## src/rtl/alu_req_arbiter.sv

```systemverilog
// Purpose: shares one registered ALU between NUM_REQ requesters; round-robin grant, or strict lowest-index-first when ALU_ARB_FIXED_PRIO_EN is defined.
// Latency: rsp_valid rises ALU_LATENCY+1 edges after the accept edge; one op in flight, best-case issue interval ALU_LATENCY+3 cycles.
// Backpressure: the response is held until rsp_ready; no request is accepted while an op or its response is outstanding.
module alu_req_arbiter #(
  parameter int DATA_WIDTH  = 8,
  parameter int NUM_REQ     = 4,
  parameter int ALU_LATENCY = 1,
  localparam int ID_W       = $clog2(NUM_REQ)
) (
  input  logic                         clk,
  input  logic                         reset_n,
  input  logic [NUM_REQ-1:0]           req_valid,
  output logic [NUM_REQ-1:0]           req_ready,
  input  logic [NUM_REQ*DATA_WIDTH-1:0] req_a,
  input  logic [NUM_REQ*DATA_WIDTH-1:0] req_b,
  input  logic [NUM_REQ*4-1:0]         req_mode,
  output logic [DATA_WIDTH-1:0]        alu_a,
  output logic [DATA_WIDTH-1:0]        alu_b,
  output logic [3:0]                   alu_mode,
  input  logic [DATA_WIDTH-1:0]        alu_result,
  input  logic                         alu_cout,
  output logic                         rsp_valid,
  input  logic                         rsp_ready,
  output logic [ID_W-1:0]              rsp_id,
  output logic [DATA_WIDTH-1:0]        rsp_data,
  output logic                         rsp_cout
);

  typedef enum logic [1:0] {IDLE = 2'd0, WAIT = 2'd1, RESP = 2'd2} state_t;

  state_t                  state;
  logic [ID_W-1:0]         last_grant;
  logic [2:0]              cnt;
  logic                    win_vld;
  logic [ID_W-1:0]         win_idx;
  logic                    accept;
  logic [DATA_WIDTH-1:0]   win_a;
  logic [DATA_WIDTH-1:0]   win_b;
  logic [3:0]              win_mode;

`ifdef ALU_ARB_FIXED_PRIO_EN
  // Winner is the lowest-index valid requester; last_grant plays no part
  always_comb begin
    win_vld = 1'b0;
    win_idx = '0;
    for (int i = NUM_REQ - 1; i >= 0; i--) begin
      if (req_valid[i]) begin
        win_vld = 1'b1;
        win_idx = ID_W'(i);
      end
    end
  end
`else
  int scan_idx;

  // Winner is the first valid requester scanning upward from last_grant+1, wrapping
  always_comb begin
    win_vld  = 1'b0;
    win_idx  = '0;
    scan_idx = 0;
    for (int k = 1; k <= NUM_REQ; k++) begin
      scan_idx = (int'(last_grant) + k) % NUM_REQ;
      if (!win_vld && req_valid[ID_W'(scan_idx)]) begin
        win_vld = 1'b1;
        win_idx = ID_W'(scan_idx);
      end
    end
  end
`endif

  // Pull the winner's operands out of the packed request buses
  always_comb begin
    win_a    = '0;
    win_b    = '0;
    win_mode = '0;
    for (int i = 0; i < NUM_REQ; i++) begin
      if (win_idx == ID_W'(i)) begin
        win_a    = req_a[i*DATA_WIDTH +: DATA_WIDTH];
        win_b    = req_b[i*DATA_WIDTH +: DATA_WIDTH];
        win_mode = req_mode[i*4 +: 4];
      end
    end
  end

  // One-hot ready to the winner, only while idle and out of reset
  always_comb begin
    accept    = reset_n && (state == IDLE) && win_vld;
    req_ready = '0;
    if (accept) req_ready[win_idx] = 1'b1;
  end

  // Issue / wait-for-ALU / hold-response sequencer
  always_ff @(posedge clk or negedge reset_n) begin
    if (!reset_n) begin
      state      <= IDLE;
      last_grant <= ID_W'(NUM_REQ - 1);
      cnt        <= '0;
      alu_a      <= '0;
      alu_b      <= '0;
      alu_mode   <= '0;
      rsp_valid  <= 1'b0;
      rsp_id     <= '0;
      rsp_data   <= '0;
      rsp_cout   <= 1'b0;
    end else begin
      case (state)
        IDLE: begin
          if (win_vld) begin
            alu_a      <= win_a;
            alu_b      <= win_b;
            alu_mode   <= win_mode;
            rsp_id     <= win_idx;
            last_grant <= win_idx;
            cnt        <= 3'(ALU_LATENCY);
            state      <= WAIT;
          end
        end
        WAIT: begin
          if (cnt == 3'd0) begin
            rsp_data  <= alu_result;
            rsp_cout  <= alu_cout;
            rsp_valid <= 1'b1;
            state     <= RESP;
          end else begin
            cnt <= cnt - 3'd1;
          end
        end
        RESP: begin
          if (rsp_ready) begin
            rsp_valid <= 1'b0;
            state     <= IDLE;
          end
        end
        default: state <= IDLE;
      endcase
    end
  end

endmodule

```

## config.mk

```make
export PLATFORM = sky130hd
export DESIGN_NAME = alu_req_arbiter
export DESIGN_NICKNAME = d
export VERILOG_FILES = /design/src/rtl/alu_req_arbiter.sv
export SDC_FILE = /design/constraint.sdc
export NUM_CORES = 1
export LEC_CHECK = 0
export CAP_MARGIN = 25
export CORE_MARGIN = 8
export CORE_UTILIZATION = 50
export DETAILED_ROUTE_END_ITERATION = 8
export DONT_BUFFER_PORTS = 1
export PLACE_DENSITY = 0.64
export SYNTH_ARGS = -nofsm -noshare
export SYNTH_HDL_FRONTEND = slang
export SYNTH_SLANG_ARGS = --single-unit
```

## constraint.sdc

```tcl
create_clock -name clk -period 3.1 [get_ports clk]
set_input_delay 0.62 -clock clk [delete_from_list [all_inputs] [get_ports clk]]
set_output_delay 0.62 -clock clk [all_outputs]
set_load 0.005 [all_outputs]
```

==> qor.txt, run 1 <==
DP HPWL: 4.849 mm
Post_cts resized: 0
Mapped cell area: 2426 µm²
# IOs: 132
Initial DRC count: 72
Gr usage total: 17.05%
Max VDD drop: 0.0004262 V
Syn Area/Cell: 10.28 µm²
Clock transition at path regs: 0.08 ns
Ys Warns: 0
Grt ovf: 0
Wire length on met2: 3.079 mm
Routed wl met3: 589 µm
Die H: 85.66 µm
Most common cell after layout, fill and taps aside: dfrtp_1
CTS Buffer Depth: 2
Final Hold Vio Count: 0
Ys async rst share: 100.0%
Core area: 4692 µm²
TritonCTS clock tree: built
Number of max-cap violations: 0
Nature of the critical path startpoint: flip-flop
Antenna violations before repair: 0
Vias/cell: 6.531
Met1 WL: 2.842 mm
CP arrival: 1.98 ns
Starting density of the core: 51.71%
Crit share post-route: 83.86%
Worst Path Required: 2.48 ns
Setup-failing EPs final: 0
Antenna diodes: 0
Placed Instances: 278
Hold crit path type: in2async
DRC viols: 0
Max-slew violations: 0
Max Used Layer: met4
Total power: 2.646 mW
Core Rows: 25
Vias in the first global route: 1994
IO buf count: 0
Leakage Power: 0.9784 nW
Setup total negative slack: 0 ns
Library cells used by synthesis: 39
Final clock skew: 0.006881 ns
Reg2reg setup slack: 0.84 ns
Largest stage delay, worst path: 0.55 ns
Slew @ Worst Pin: 0.6795 ns
Detailed Route WL: 6.573 mm
Critical Path Fanout Max: 11
Pwr Density: 1033 nW/µm²
Outcome: finished, final reports clean
Routability cong.: 0.7506
RSZ-0062 raised after global routing: no
CTS root buf: clkbuf_8
Seq/Total Area, Yosys: 40.33%
Clk_lat worst skew: 0.29 ns
CP cell instances: nor2b_1, o21a_1, or3_1, nor3_1
Sink Count: 39
Crit. End Element: output port
FMAX: 384.6 MHz
Detail Route Antenna Nets: 0
Area Overhead vs Synth: 5.622%
1st-pass router iterations: 4
Final nets: 333
Hold slack: 0.02669 ns
Largest net degree at the start of global routing: 41
Slew HR: 54.29%
Mapped Cells: 236
Top FF cell, synth: dfrtp_1
Proportion of layout cells with a drive suffix above 1: 20.76%
Vias: 1894
Slowest cell on the critical path: dfstp_2
WL per Instance: 22.67 µm
Die W: 85.66 µm
Die area: 7337 µm²
EDFF count, synth: 0
Syn Nets: 334
Most frequent cells in the layout: 37 x dfrtp_1, 22 x nand4_1, 20 x nand2_1, 20 x mux2i_1, 18 x mux2_2
Crit path kind: reg2out
Global-route wire length before repair: 10.01 mm
Post-route insts no fill: 290
H-tree depth: 2
Min Tclk post-route: 2.600 ns
CTS Buf Count: 5
Synth Register Bits: 39
flip-flops by register name, indices dropped and copies added, names as in the netlist:
| register | flops |
|---|---|
| cnt | 3 |
| rsp_id | 2 |
| alu_b | 8 |
| rsp_data | 8 |
| alu_mode | 4 |
| alu_a | 8 |
| state | 2 |
| rsp_valid | 1 |
| last_grant | 2 |
| rsp_cout | 1 |
path summary, 6_finish.rpt:
check | start | endpoint | cells past startpoint
max | last_grant[0]$_DFFE_PN1P_ | req_ready[2] | 4
min | reset_n | cnt[2]$_DFFE_PN0P_ | 0
max reg2reg | state[1]$_DFFE_PN0P_ | alu_b[3]$_DFFE_PN0P_ | 4
min reg2reg | last_grant[1]$_DFFE_PN1P_ | last_grant[1]$_DFFE_PN1P_ | 2
max in group asynchronous | reset_n | alu_b[5]$_DFFE_PN0P_ | 1
min in group clk | rsp_ready | state[1]$_DFFE_PN0P_ | 1
critical path, delay by kind of cell (launching register included):
| family | cells | cell delay (ns) |
|---|---|---|
| DFF | 1 | 0.55 |
| AOI/OAI and AO/OA | 1 | 0.33 |
| and+or+nand+nor | 3 | 0.81 |
layout make-up:
class	count	area [µm²]
Sequential cell	39	978.4
Fill cell	415	2130
Clock buffer	5	68.82
Timing Repair Buffer	13	107.6
Tap cell	54	67.56
Multi-Input combinational cell	173	1309
Inverter	3	11.26
Clock inverter	3	20.02
cell families after synthesis:
family,share of synthesized area [%]
compound gates,13.56
flops,40.33
fa+ha+maj,1.031
mux,18.00
xor+xnor,0.3611
buf+inv,5.982
simple gates,20.73
stage by stage:
stage / utilization (%) / cell area (µm²) / worst slack (ns)
6_report: 54.61 / 2562 / 0.5002
5_1_grt: 54.61 / 2562 / 0.3694
4_1_cts: 53.76 / 2522 / 0.4847
3_5_place_dp: 51.87 / 2434 / 0.6491
3_3_place_gp: 51.87 / 2434 / 0.6549
2_1_floorplan: - / 2426 / 0.7078
synth_stat cells (2+ instances only):
master,count,share of area [%]
a211oi_1,9,2.8
dfrtp_1,37,38
nor2_1,16,2.5
o211ai_1,11,3.4
nor3_1,5,1.0
buf_2,11,2.3
ha_1,2,1.0
a211oi_2,9,4.6
inv_1,3,0.46
nand4_1,22,5.7
buf_6,5,2.3
nand2_1,20,3.1
a21oi_1,3,0.62
clkbuf_1,4,0.62
or3_1,2,0.52
mux2i_1,20,8.3
nor2b_1,2,0.52
nor4b_1,9,3.2
nand2b_1,6,1.5
dfstp_2,2,2.2
mux2_2,18,8.4
mux2_1,3,1.4
power breakdown:
group | total [mW] | switching (mW) | internal, mW | leakage [nW]
Combinational | 1.30 | 0.737 | 0.567 | 0.480
Clock | 0.339 | 0.183 | 0.157 | 0.0402
Sequential | 1.00 | 0.219 | 0.784 | 0.458
repair_timing:
item	4_1_cts	5_1_grt
hold buffers	0	4
setup buffers	0	0
hold endpoints to repair	0	14
layer usage:
layer	GRT usage, %	up-vias
met5	0	-
met4	5.096	0
met3	7.068	6
met2	27.57	87
met1	20.12	917
li1	-	884
Note: power is estimated with default switching activity, not from simulation.
==> run 2, diff against run 1 <==
Clock period 3.1 ns to 2.65 ns, I/O delays scaled along.
==> qor.txt, run 2 (synthesis results as in run 1) <==
Max VDD drop: 0.0004872 V (was 0.0004262 V)
Reg2reg setup slack: 0.44 ns (was 0.84 ns)
Clock transition at path regs: 0.09 ns (was 0.08 ns)
Slew @ Worst Pin: 0.6161 ns (was 0.6795 ns)
Core Rows: 25 (unchanged)
DP HPWL: 4.946 mm (was 4.849 mm)
Vias: 1866 (was 1894)
Post-CTS Setup Repair Bufs: 0 (unchanged)
Gr usage total: 17.82% (was 17.05%)
Grt ovf: 0 (unchanged)
Final Hold Vio Count: 0 (unchanged)
Critical Path Fanout Max: 8 (was 11)
Reg2reg start: last_grant[0]$_DFFE_PN1P_ (was state[1]$_DFFE_PN0P_)
Slew HR: 58.81% (was 54.29%)
Setup-failing EPs final: 0 (unchanged)
Antenna violations before repair: 0 (unchanged)
Leakage Power: 0.9915 nW (was 0.9784 nW)
Die area: 7337 µm² (unchanged)
Detail Route Antenna Nets: 0 (unchanged)
Global-route wire length before repair: 10.43 mm (was 10.01 mm)
Total power: 3.131 mW (was 2.646 mW)
Hold crit path type: in2async (unchanged)
CTS root buf: clkbuf_8 (unchanged)
Sink Count: 39 (unchanged)
Area Overhead vs Synth: 6.034% (was 5.622%)
Vias in the first global route: 2021 (was 1994)
TritonCTS clock tree: built (unchanged)
Post_cts resized: 0 (unchanged)
Pwr Density: 1217 nW/µm² (was 1033 nW/µm²)
DP Worst Slack: 0.3267 ns (was 0.6491 ns)
Crit share post-route: 93.79%
Setup total negative slack: 0 ns (unchanged)
DRC viols: 0 (unchanged)
Vias/cell: 6.412 (was 6.531)
Die W: 85.66 µm (unchanged)
Final nets: 334 (was 333)
Outcome: finished, final reports clean (unchanged)
Proportion of layout cells with a drive suffix above 1: 22.78% (was 20.76%)
Worst Path Required: 2.12 ns (was 2.48 ns)
CP endpoint: req_ready[2] (unchanged)
Largest net degree at the start of global routing: 38 (was 41)
Max-slew violations: 0 (unchanged)
Largest regs: alu_a x8, alu_b x8, rsp_data x8 (unchanged)
CP arrival: 1.96 ns (was 1.98 ns)
Crit path launch: last_grant[0]$_DFFE_PN1P_ (unchanged)
IO buf count: 0 (unchanged)
1st-pass router iterations: 4 (unchanged)
FMAX: 402.3 MHz
RR Endpoint: alu_a[1]$_DFFE_PN0P_ (was alu_b[3]$_DFFE_PN0P_)
# IOs: 132 (unchanged)
Starting density of the core: 51.71% (unchanged)
Number of max-cap violations: 0 (unchanged)
Crit path kind: reg2out (unchanged)
Met1 usage: 20.42% (was 20.12%)
CTS Buf Count: 5 (unchanged)
Setup ws final: 0.1644 ns (was 0.5002 ns)
Met2 GRT Util: 28.98% (was 27.57%)
RSZ-0062 raised after global routing: no (unchanged)
Crit. End Element: output port (unchanged)
M3 GR Usage: 8.214% (was 7.068%)
Die H: 85.66 µm (unchanged)
Worst r2r path cells: 6 (was 4)
Core area: 4692 µm² (unchanged)
Detailed Route WL: 6.478 mm (was 6.573 mm)
Initial DRC count: 65 (was 72)
Nature of the critical path startpoint: flip-flop (unchanged)
Min Tclk post-route: 2.486 ns
WL per Instance: 22.26 µm (was 22.67 µm)
Most frequent cells in the layout: 37 x dfrtp_1, 22 x nand4_1, 20 x nand2_1, 20 x mux2i_1, 18 x mux2_2 (unchanged)
Grt peak-use layer: met2 (unchanged)
CTS Buffer Depth: 2 (unchanged)
Final clock skew: 0.009675 ns (was 0.006881 ns)
Most common cell after layout, fill and taps aside: dfrtp_1 (unchanged)
Antenna diodes: 0 (unchanged)
Clk_lat worst skew: 0.30 ns (was 0.29 ns)
H-tree depth: 2 (unchanged)
Routability cong.: 0.7593 (was 0.7506)
## run 2: cell count changes in the layout (fill, tap and decap cells not counted)
cell,previous run,this run
buf_4,9,13
dlygate4sd3_1,4,0
buf_12,0,1
## run 2: layer usage
layer	routed length (µm)	vias to the layer above	part of all wire (%)
met2	3006	80	46
met5	0	-	0
met1	2671	890	41
met3	695	9	11
li1	-	887	-
met4	104	0	1.6
## run 2: final cells by class
type / count / area (µm²)
clock buffer: 5 / 68.82
sequential: 39 / 978.4
tap: 54 / 67.56
inverter: 3 / 11.26
clock inverter: 3 / 20.02
multi-input combinational: 173 / 1309
timing repair buffer: 14 / 117.6
fill: 428 / 2120
## run 2: what timing repair did
action                     4_1_cts  5_1_grt
setup endpoints to repair        0        0
hold endpoints to repair        37        0
hold buffers                     1        0
## run 2: stage by stage
stage	area (µm²)	cells	utilization [%]	hold WS (ns)
after floorplan	2426	236	-	0.2344
after global placement	2464	282	52.51	0.2356
after detailed placement	2464	282	52.51	0.2357
after CTS	2572	291	54.83	0.05714
after global routing	2572	291	54.83	0.04387
final	2572	291	54.83	0.06074
## run 2: power by group
group          switching (mW)  internal [mW]
Clock                   0.222          0.183
Combinational           0.863          0.687
Sequential              0.259          0.916
Total                    1.34           1.79
## run 2: worst min-delay path by stage
stage	slack (ns)	to
6_report	0.06	alu_b[5]$_DFFE_PN0P_
4_1_cts	0.06	last_grant[0]$_DFFE_PN1P_
3_3_place_gp	0.24	rsp_data[1]$_DFFE_PN0P_
5_1_grt	0.04	last_grant[0]$_DFFE_PN1P_
2_1_floorplan	0.23	alu_a[0]$_DFFE_PN0P_
3_5_place_dp	0.24	rsp_data[7]$_DFFE_PN0P_
## run 2: critical path, cell delays in order (launching register included)
cell	delay, ns
dfstp_2	0.55
nor2b_1	0.05
o21a_1	0.19
or3_1	0.55
nor3_1	0.31
==> run 3, diff against run 2 <==
Settings changed: MAX_ROUTING_LAYER from default to met4.
==> qor.txt, run 3 (synthesis results as in run 1) <==
Largest net degree at the start of global routing: 38 (unchanged)
Vias in the first global route: 2014 (was 2021)
Core area: 4692 µm² (unchanged)
Post_cts resized: 0 (unchanged)
Number of max-cap violations: 0 (unchanged)
Critical Path Fanout Max: 8 (unchanged)
Starting density of the core: 51.71% (unchanged)
Delay-heaviest family, CP: simple AND/OR/NAND/NOR gates (unchanged)
1st-pass router iterations: 4 (unchanged)
Nature of the critical path startpoint: flip-flop (unchanged)
RSZ-0062 raised after global routing: no (unchanged)
Placed Instances: 282 (unchanged)
RR Endpoint: alu_a[1]$_DFFE_PN0P_ (unchanged)
Initial DRC count: 58 (was 65)
DRC viols: 0 (unchanged)
Reg2reg setup slack: 0.44 ns (about the same)
CTS root buf: clkbuf_8 (unchanged)
CTS Buf Count: 5 (unchanged)
Max-slew violations: 0 (unchanged)
Sink Count: 39 (unchanged)
Post-route insts no fill: 291 (unchanged)
Max Used Layer: met4 (unchanged)
# hold bufs at CTS: 1 (unchanged)
Crit share post-route: 93.55% (was 93.79%)
# fillers: 428 (unchanged)
Proportion of layout cells with a drive suffix above 1: 22.78% (unchanged)
Slew HR: 59.17% (was 58.81%)
Crit. End Element: output port (unchanged)
Max VDD drop: 0.0004905 V (was 0.0004872 V)
Crit path launch: last_grant[0]$_DFFE_PN1P_ (unchanged)
Hold crit path type: in2async (unchanged)
Grt ovf: 0 (unchanged)
# IOs: 132 (unchanged)
Vias: 1895 (was 1866)
Wire length on met2: 3.041 mm (was 3.006 mm)
Final Hold Vio Count: 0 (unchanged)
Slowest cell on the critical path: dfstp_2 (unchanged)
Final clock skew: 0.009525 ns (was 0.009675 ns)
DP HPWL: 4.946 mm (unchanged)
Detailed Route WL: 6.505 mm (was 6.478 mm)
Area Overhead vs Synth: 6.034% (unchanged)
Die H: 85.66 µm (unchanged)
Antenna diodes: 0 (unchanged)
Core Rows: 25 (unchanged)
Post-CTS Setup Repair Bufs: 0 (unchanged)
Largest regs: alu_a x8, alu_b x8, rsp_data x8 (unchanged)
Setup total negative slack: 0 ns (unchanged)
Clk_lat worst skew: 0.30 ns (about the same)
Leakage Power: 0.9915 nW (unchanged)
Routability cong.: 0.7692 (was 0.7593)
WL per Instance: 22.35 µm (was 22.26 µm)
Clock transition at path regs: 0.09 ns (about the same)
CP cell instances: nor2b_1, o21a_1, or3_1, nor3_1 (unchanged)
Slew @ Worst Pin: 0.6107 ns (was 0.6161 ns)
Met1 WL: 2.770 mm (was 2.671 mm)
Die W: 85.66 µm (unchanged)
CTS Buffer Depth: 2 (unchanged)
Worst Path Required: 2.12 ns (about the same)
Vias/cell: 6.512 (was 6.412)
TritonCTS clock tree: built (unchanged)
H-tree depth: 2 (unchanged)
IO buf count: 0 (unchanged)
Largest stage delay, worst path: 0.55 ns (about the same)
Outcome: finished, final reports clean (unchanged)
FMAX: 403.4 MHz (was 402.3 MHz)
Pwr Density: 1218 nW/µm² (was 1217 nW/µm²)
Detail Route Antenna Nets: 0 (unchanged)
Gr usage total: 18.37% (was 17.82%)
Setup-failing EPs final: 0 (unchanged)
Worst r2r path cells: 6 (unchanged)
Final nets: 334 (unchanged)
Global-route wire length before repair: 10.42 mm (was 10.43 mm)
CP arrival: 1.95 ns (was 1.96 ns)
Routed wl met3: 596 µm (was 695 µm)
Antenna violations before repair: 0 (unchanged)
Crit path kind: reg2out (unchanged)
Most frequent cells in the layout: 37 x dfrtp_1, 22 x nand4_1, 20 x nand2_1, 20 x mux2i_1, 18 x mux2_2 (unchanged)
Reg2reg start: last_grant[0]$_DFFE_PN1P_ (unchanged)
Die area: 7337 µm² (unchanged)
WP buf/inv: 0 (unchanged)
Most common cell after layout, fill and taps aside: dfrtp_1 (unchanged)
Min Tclk post-route: 2.479 ns (was 2.486 ns)
[run 3: cell counts in the layout (fill, tap and decap cells not counted)]
Identical to the previous run, type by type.
[run 3: how the worst max path moves through the flow]
stage / to / cells past startpoint / slack [ns]
2_1_floorplan: req_ready[0] / 6 / 0.44
3_3_place_gp: alu_b[1]$_DFFE_PN0P_ / 6 / 0.34
3_5_place_dp: alu_a[3]$_DFFE_PN0P_ / 6 / 0.33
4_1_cts: req_ready[2] / 4 / 0.15
5_1_grt: req_ready[0] / 4 / 0.04
6_report: req_ready[2] / 4 / 0.17
[run 3: area by class of cell]
cell class | instances | area, µm² | area share, %
Clock buffer | 5 | 68.82 | 2.675
Clock inverter | 3 | 20.02 | 0.7782
Inverter | 3 | 11.26 | 0.4377
Multi-Input combinational cell | 173 | 1309 | 50.88
Sequential cell | 39 | 978.4 | 38.03
Tap cell | 54 | 67.56 | 2.626
Timing Repair Buffer | 14 | 117.6 | 4.572
[run 3: metrics by stage]
| stage | hold slack [ns] | util [%] | total power [mW] | cell area [µm²] | setup slack (ns) |
|---|---|---|---|---|---|
| detailed placement | 0.2357 | 52.51 | 2.749 | 2464 | 0.3267 |
| floorplan | 0.2344 | - | 2.426 | 2426 | 0.4378 |
| global placement | 0.2356 | 52.51 | 2.712 | 2464 | 0.3398 |
| finish | 0.05984 | 54.83 | 3.132 | 2572 | 0.1709 |
| CTS | 0.05714 | 54.83 | 3.172 | 2572 | 0.1495 |
| global route | 0.04195 | 54.83 | 3.409 | 2572 | 0.04121 |
[run 3: report_power, final]
part           internal, mW  switching, mW
Sequential            0.916          0.260
Combinational         0.687          0.865
Clock                 0.183          0.220
[run 3: routing by layer]
metal / up-vias / global-route usage [%]
met4: 0 / 5.255
met3: 9 / 6.495
met1: 911 / 21.75
li1: 885 / -
met5: - / -
met2: 90 / 28.84
